File: src/rtl/cpu_core.sv
// cpu_core: multi-cycle accumulator-style CPU with its own program memory,
// a fetch/execute state machine, Z/C flags and a valid/ready output port.
//
// state | meaning
// IDLE  | stopped; program loads accepted; start begins at pc=0
// FETCH | instruction register <= mem[pc]
// EXEC  | execute, write back, update pc; OUT stalls here until out_ready
module cpu_core #(
    parameter int DATA_W   = 8,
    parameter int NUM_REGS = 4,
    parameter int ADDR_W   = 4,
    localparam int REG_W   = $clog2(NUM_REGS),
    localparam int INSTR_W = 4 + 2 * REG_W + DATA_W
) (
    input  logic               clk,
    input  logic               reset,
    input  logic               start,
    input  logic               load_en,
    input  logic [ADDR_W-1:0]  load_addr,
    input  logic [INSTR_W-1:0] load_data,
    output logic [DATA_W-1:0]  out_data,
    output logic               out_valid,
    input  logic               out_ready,
    input  logic [REG_W-1:0]   dbg_sel,
    output logic [DATA_W-1:0]  dbg_data,
    output logic [ADDR_W-1:0]  pc,
    output logic               running,
    output logic               halted
);

    typedef enum logic [1:0] {
        S_IDLE  = 2'd0,
        S_FETCH = 2'd1,
        S_EXEC  = 2'd2
    } state_t;

    localparam logic [3:0] OP_NOP  = 4'h0;
    localparam logic [3:0] OP_LDI  = 4'h1;
    localparam logic [3:0] OP_MOV  = 4'h2;
    localparam logic [3:0] OP_ADD  = 4'h3;
    localparam logic [3:0] OP_SUB  = 4'h4;
    localparam logic [3:0] OP_AND  = 4'h5;
    localparam logic [3:0] OP_OR   = 4'h6;
    localparam logic [3:0] OP_XOR  = 4'h7;
    localparam logic [3:0] OP_SHL  = 4'h8;
    localparam logic [3:0] OP_SHR  = 4'h9;
    localparam logic [3:0] OP_ADDI = 4'hA;
    localparam logic [3:0] OP_JMP  = 4'hB;
    localparam logic [3:0] OP_JZ   = 4'hC;
    localparam logic [3:0] OP_JC   = 4'hD;
    localparam logic [3:0] OP_OUT  = 4'hE;
    localparam logic [3:0] OP_HALT = 4'hF;

    state_t              state, state_next;
    logic [INSTR_W-1:0]  mem [2**ADDR_W];
    logic [INSTR_W-1:0]  ir;
    logic [DATA_W-1:0]   regs [NUM_REGS];
    logic                flag_z, flag_c;
    logic [DATA_W-1:0]   out_hold;

    logic [3:0]          opcode;
    logic [REG_W-1:0]    rd_idx, rs_idx;
    logic [DATA_W-1:0]   imm, rd_val, rs_val;
    logic [ADDR_W-1:0]   jump_target;
    logic [DATA_W:0]     sum_rs, sum_imm, diff;

    logic [ADDR_W-1:0]   pc_next;
    logic                wr_en, flag_en, out_fire, halt_set;
    logic [DATA_W-1:0]   wr_val;
    logic                alu_z, alu_c;

    assign opcode      = ir[INSTR_W-1 -: 4];
    assign rd_idx      = ir[INSTR_W-5 -: REG_W];
    assign rs_idx      = ir[DATA_W +: REG_W];
    assign imm         = ir[DATA_W-1:0];
    assign rd_val      = regs[rd_idx];
    assign rs_val      = regs[rs_idx];
    assign jump_target = imm[ADDR_W-1:0];

    // The extra top bit of each result is carry out, or borrow for diff.
    assign sum_rs  = {1'b0, rd_val} + {1'b0, rs_val};
    assign sum_imm = {1'b0, rd_val} + {1'b0, imm};
    assign diff    = {1'b0, rd_val} - {1'b0, rs_val};

    always_comb begin
        state_next = state;
        pc_next    = pc;
        wr_en      = 1'b0;
        wr_val     = rd_val;
        flag_en    = 1'b0;
        alu_c      = flag_c;
        out_fire   = 1'b0;
        halt_set   = 1'b0;
        case (state)
            S_IDLE: begin
                if (start) begin
                    state_next = S_FETCH;
                    pc_next    = '0;
                end
            end
            S_FETCH: state_next = S_EXEC;
            S_EXEC: begin
                state_next = S_FETCH;
                pc_next    = pc + ADDR_W'(1);
                case (opcode)
                    OP_NOP: ;
                    OP_LDI: begin wr_en = 1'b1; wr_val = imm; end
                    OP_MOV: begin wr_en = 1'b1; wr_val = rs_val; end
                    OP_ADD: begin
                        wr_en = 1'b1; flag_en = 1'b1;
                        wr_val = sum_rs[DATA_W-1:0]; alu_c = sum_rs[DATA_W];
                    end
                    OP_SUB: begin
                        wr_en = 1'b1; flag_en = 1'b1;
                        wr_val = diff[DATA_W-1:0]; alu_c = diff[DATA_W];
                    end
                    OP_AND: begin wr_en = 1'b1; flag_en = 1'b1; wr_val = rd_val & rs_val; alu_c = 1'b0; end
                    OP_OR:  begin wr_en = 1'b1; flag_en = 1'b1; wr_val = rd_val | rs_val; alu_c = 1'b0; end
                    OP_XOR: begin wr_en = 1'b1; flag_en = 1'b1; wr_val = rd_val ^ rs_val; alu_c = 1'b0; end
                    OP_SHL: begin
                        wr_en = 1'b1; flag_en = 1'b1;
                        wr_val = {rd_val[DATA_W-2:0], 1'b0}; alu_c = rd_val[DATA_W-1];
                    end
                    OP_SHR: begin
                        wr_en = 1'b1; flag_en = 1'b1;
                        wr_val = {1'b0, rd_val[DATA_W-1:1]}; alu_c = rd_val[0];
                    end
                    OP_ADDI: begin
                        wr_en = 1'b1; flag_en = 1'b1;
                        wr_val = sum_imm[DATA_W-1:0]; alu_c = sum_imm[DATA_W];
                    end
                    OP_JMP: pc_next = jump_target;
                    OP_JZ:  if (flag_z) pc_next = jump_target;
                    OP_JC:  if (flag_c) pc_next = jump_target;
                    OP_OUT: begin
                        if (out_ready) begin
                            out_fire = 1'b1;
                        end else begin
                            state_next = S_EXEC;
                            pc_next    = pc;
                        end
                    end
                    OP_HALT: begin
                        state_next = S_IDLE;
                        pc_next    = pc;
                        halt_set   = 1'b1;
                    end
                    default: ;
                endcase
            end
            default: state_next = S_IDLE;
        endcase
    end

    assign alu_z = (wr_val == '0);

    always_ff @(posedge clk or negedge reset) begin
        if (!reset) begin
            state    <= S_IDLE;
            pc       <= '0;
            ir       <= '0;
            flag_z   <= 1'b0;
            flag_c   <= 1'b0;
            halted   <= 1'b0;
            out_hold <= '0;
            for (int i = 0; i < NUM_REGS; i++) regs[i] <= '0;
        end else begin
            state <= state_next;
            pc    <= pc_next;
            if (state == S_FETCH) ir <= mem[pc];
            if (wr_en) regs[rd_idx] <= wr_val;
            if (flag_en) begin
                flag_z <= alu_z;
                flag_c <= alu_c;
            end
            if (out_fire) out_hold <= rd_val;
            if (state == S_IDLE && start) halted <= 1'b0;
            else if (halt_set)            halted <= 1'b1;
        end
    end

    // Program memory is deliberately not reset; loads only land while idle.
    always_ff @(posedge clk) begin
        if (load_en && state == S_IDLE) mem[load_addr] <= load_data;
    end

    assign out_valid = (state == S_EXEC) && (opcode == OP_OUT);
    assign out_data  = out_valid ? rd_val : out_hold;
    assign running   = (state != S_IDLE);
    assign dbg_data  = regs[dbg_sel];

endmodule

File: config.mk
export PLATFORM = sky130hd
export DESIGN_NAME = cpu_core
export DESIGN_NICKNAME = d
export VERILOG_FILES = /design/src/rtl/cpu_core.sv
export SDC_FILE = /design/constraint.sdc
export NUM_CORES = 1
export LEC_CHECK = 0
export CORE_AREA = 2 2 171 173
export DETAILED_ROUTE_END_ITERATION = 16
export DIE_AREA = 0 0 173 175
export PLACE_DENSITY = 0.7
export SLEW_MARGIN = 30
export SYNTH_ARGS = -nofsm -noshare
export SYNTH_HDL_FRONTEND = slang
export SYNTH_SLANG_ARGS = --single-unit
File: constraint.sdc
create_clock -name clk -period 9 [get_ports clk]
set_clock_uncertainty 0.15 [all_clocks]
set_input_delay 1.35 -clock clk [delete_from_list [all_inputs] [get_ports clk]]
set_output_delay 1.35 -clock clk [all_outputs]
set_load 0.01 [all_outputs]
==> impl.org <==
** CTS
- The clock passes through at most 3 buffers.
- At the later pin of the worst-skew pair, clock insertion delay measures 0.52 ns.
- Clock Tree Root :: clkbuf_16
- Clock Pin Slew Worst Setup and Hold Paths :: 0.05 ns
- CTS resizes :: 0
- TritonCTS built the clock tree.
- Count of buffers added by post-CTS timing repair for setup :: 0
- # H-tree levels :: 2
- Number of hold buffers added after CTS :: 0
- CTS Buf Count :: 35
- Number of sinks handled by clock tree synthesis :: 321

** GRT
- GRT Resource Usage Total :: 22.4%
- GR Overflow Total :: 0
- Wire length of the first global-routing pass :: 50,800 um
- Entering global routing, the biggest net connects 69 pins.
- The initial antenna violation count is 1.
- Number of global-route vias before repair :: 8,179

** STA
- RSZ-0062 raised after global routing :: false
- The number of endpoints with negative hold slack in the final report came to 0.
- The final count of pins violating max slew was 0.
- Adding up every negative setup slack in the final design gives 0 ns.
- In the post-route analysis, the smallest setup slack over all paths is 4.24 ns.
- In the finished design, the share of the clock period the worst path needs comes to 52.9%.
- For the pin with the worst max-slew slack, the measured transition is 0.874 ns.
- Static timing analysis puts the maximum clock frequency at 210 MHz.
- Relative slew margins :: 41.5%
- Setup-violating endpoint count in the final report :: 0
- The clock period could shrink to 4.76 ns.

** Yosys
- For this run, asynchronously set or reset flops after synthesis account for 20.2%.
- In this run the mean area of a mapped cell was 16.7 um2.
- Number of synthesized flops with an enable pin :: 256
- By count the netlist is led by edfxtp_1 (256), mux4_2 (98), dfrtp_1 (65).
- In this run, synthesis produced a sequential element count of 321.
- Library cell with the largest summed area after synthesis :: edfxtp_1
- Mapped Nets :: 956
- The most used flip-flop cell after synthesis is edfxtp_1.
- After technology mapping, the gate count stands at 893.
- Area share of the leading cell type in the synthesized netlist :: 51.5%
- Most frequent cell after synthesis :: edfxtp_1
- The netlist uses 77 different library cells.
- For this run, the number of Yosys warnings is 0.
- The mapped netlist covers 0.0149 mm2.
- After synthesis, the cell types taking the most area are edfxtp_1 (52%), mux4_2 (15%), dfrtp_1 (11%).
- Sequential cells were found to cover 62.4% of the synthesized design area.

** Drt
- The first detailed-routing pass ran for 5 iterations.
- The detailed router placed 8,238 vias in this run.
- Antenna viol nets, final :: 0
- Drt via density :: 6.04
- Wire per inst :: 24.2 um
- For this run, design rule violations remaining after detail routing come to 0.
- For this block, the initial DRC count from the detailed router was 678.
- After detailed routing, the total wire length is 33,000 um.

** Critical path
- The setup check on the worst reg-to-reg path leaves a slack of 4.73 ns.
- Reg-to-reg critical path startpoint :: ir[10]
- Crit path kind :: primary input to output port
- For the worst flop-to-flop path, the logic depth is 10.
- Critical-path maximum fanout :: 8
- Required time of the critical path :: 7.50 ns
- The worst setup path is captured at an output port.
- The endpoint identified for the worst register-to-register timing path is regs[5].
- Startpoint types :: primary input
- Worst path arrival time :: 3.26 ns

** Placement
- Final Wtd Congestion :: 0.897
- Pre-CTS WS :: 4.20 ns
- Sum of net half-perimeters after detailed placement :: 20,600 um
- Total of buffers placed on input and output ports :: 49

** Finish
- Nets :: 1,020
- Final core area utilization :: 59.8%
- Of the cells placed in the final design, the portion with a size suffix greater than 1 is 26.0%.
- P&R area growth vs syn :: 13.7%

** Floorplanning
- Floorplan row count :: 62
- In this run the horizontal extent of the chip is 173 um.
- Starting Density :: 52.5%
- Chip height :: 175 um
- The die covers 0.0303 mm2.
- Pin placement for this block handled 50 I/O pins.
- The total area inside the core boundary comes to 0.0284 mm2.

** Min path
- Instance count along the most critical hold path :: 2
- Start point of the worst min-delay path :: out_hold[1]
- Hold worst-path end :: out_hold[1]
- Type of the most critical hold path :: flop to flop

** Pwr
- For this design the ratio of total power to cell area is 325 mW/mm2.
- Maximum vdd drop :: 0.207 mV
- For this design the static power due to leakage is 5.81 nW.

** Flow run
- The tool flagged a number of max-cap violations equal to 0.

** Outcome
- The run finished with clean final reports.
## through the flow
stage / instances / hold slack, ns / total power [mW] / cell area, um2
3_5_place_dp: 1304 / 0.317 / 4.21 / 15900
3_3_place_gp: 1304 / 0.307 / 4.18 / 15900
4_1_cts: 1363 / 0.328 / 5.53 / 17000
6_report: 1364 / 0.322 / 5.51 / 17000
2_1_floorplan: 893 / 0.296 / 3.59 / 14900
5_1_grt: 1363 / 0.342 / 5.82 / 17000
## layer usage
| layer | GRT usage, % | wire, um | vias to the layer above |
|---|---|---|---|
| met5 | 0 | 0 | - |
| met4 | 7.98 | 1170 | 0 |
| met3 | 3.09 | 1760 | 69 |
| met2 | 37.1 | 16300 | 265 |
| met1 | 30.8 | 13700 | 4204 |
| li1 | - | - | 3700 |
## state kept, by name (all words and copies together) (netlist names), 2 cells and up
register	count
out_hold	8
pc	4
mem	256
state	2
ir	16
regs	32
## cells in the final DEF, fill, tap and decap left out, types with 9 or more instances in the layout
| cell | synthesis | layout |
|---|---|---|
| nor2_1 | 50 | 37 |
| nor2b_1 | 13 | 13 |
| edfxtp_1 | 256 | 256 |
| buf_4 | 3 | 25 |
| o21ai_0 | 32 | 32 |
| a21oi_1 | 12 | 12 |
| mux4_2 | 98 | 98 |
| ha_1 | 33 | 33 |
| nand2b_1 | 9 | 9 |
| inv_1 | 26 | 26 |
| mux2_2 | 48 | 48 |
| a31oi_1 | 10 | 10 |
| clkbuf_16 | 0 | 35 |
| dfrtp_1 | 65 | 62 |
| clkdlybuf4s50_1 | 0 | 48 |
| nand2_1 | 47 | 47 |
| mux2i_1 | 9 | 9 |
| nor2_2 | 0 | 13 |
## how the worst max path moves through the flow
stage / to / slack [ns] / from
after CTS: dbg_data[1] / 4.20 / dbg_sel[0]
after floorplan: dbg_data[0] / 5.13 / dbg_sel[0]
after global placement: dbg_data[1] / 4.21 / dbg_sel[0]
after detailed placement: dbg_data[1] / 4.20 / dbg_sel[0]
final: dbg_data[1] / 4.24 / dbg_sel[0]
after global routing: dbg_data[2] / 4.11 / dbg_sel[0]
## worst max-delay path, cell delays in order
cell and delay (ns):
clkdlybuf4s50_1 0.82, mux4_2 0.59, clkdlybuf4s50_1 0.49
## power by group
group | internal [mW] | switching, mW | total, mW
logic | 1.02 | 1.25 | 2.27
registers | 1.75 | 0.186 | 1.94
clock network | 0.754 | 0.550 | 1.30
total | 3.53 | 1.98 | 5.51
## kinds of logic (layout without fill, tap and decap cells)
| kind of cell | after synthesis | in the layout | share of synthesized area (%) |
|---|---|---|---|
| flops | 321 | 321 | 62.4 |
| simple gates | 176 | 176 | 6.13 |
| mux | 161 | 161 | 20.1 |
| compound gates | 115 | 115 | 5.46 |
| buf+inv | 76 | 162 | 2.26 |
| fa+ha+maj | 36 | 36 | 3.17 |
| xor+xnor | 8 | 8 | 0.470 |
| other cells | 0 | 1 | 0 |
## final cells by class
type,count,area [um2]
Multi-Input combinational cell,496,5330
Clock buffer,44,920
Inverter,26,97.6
Timing Repair Buffer,77,707
Clock inverter,15,115
Sequential cell,321,9320
Antenna cell,1,2.50
Tap cell,384,480
Fill cell,2124,11400
(Power assumes the default switching activity.)
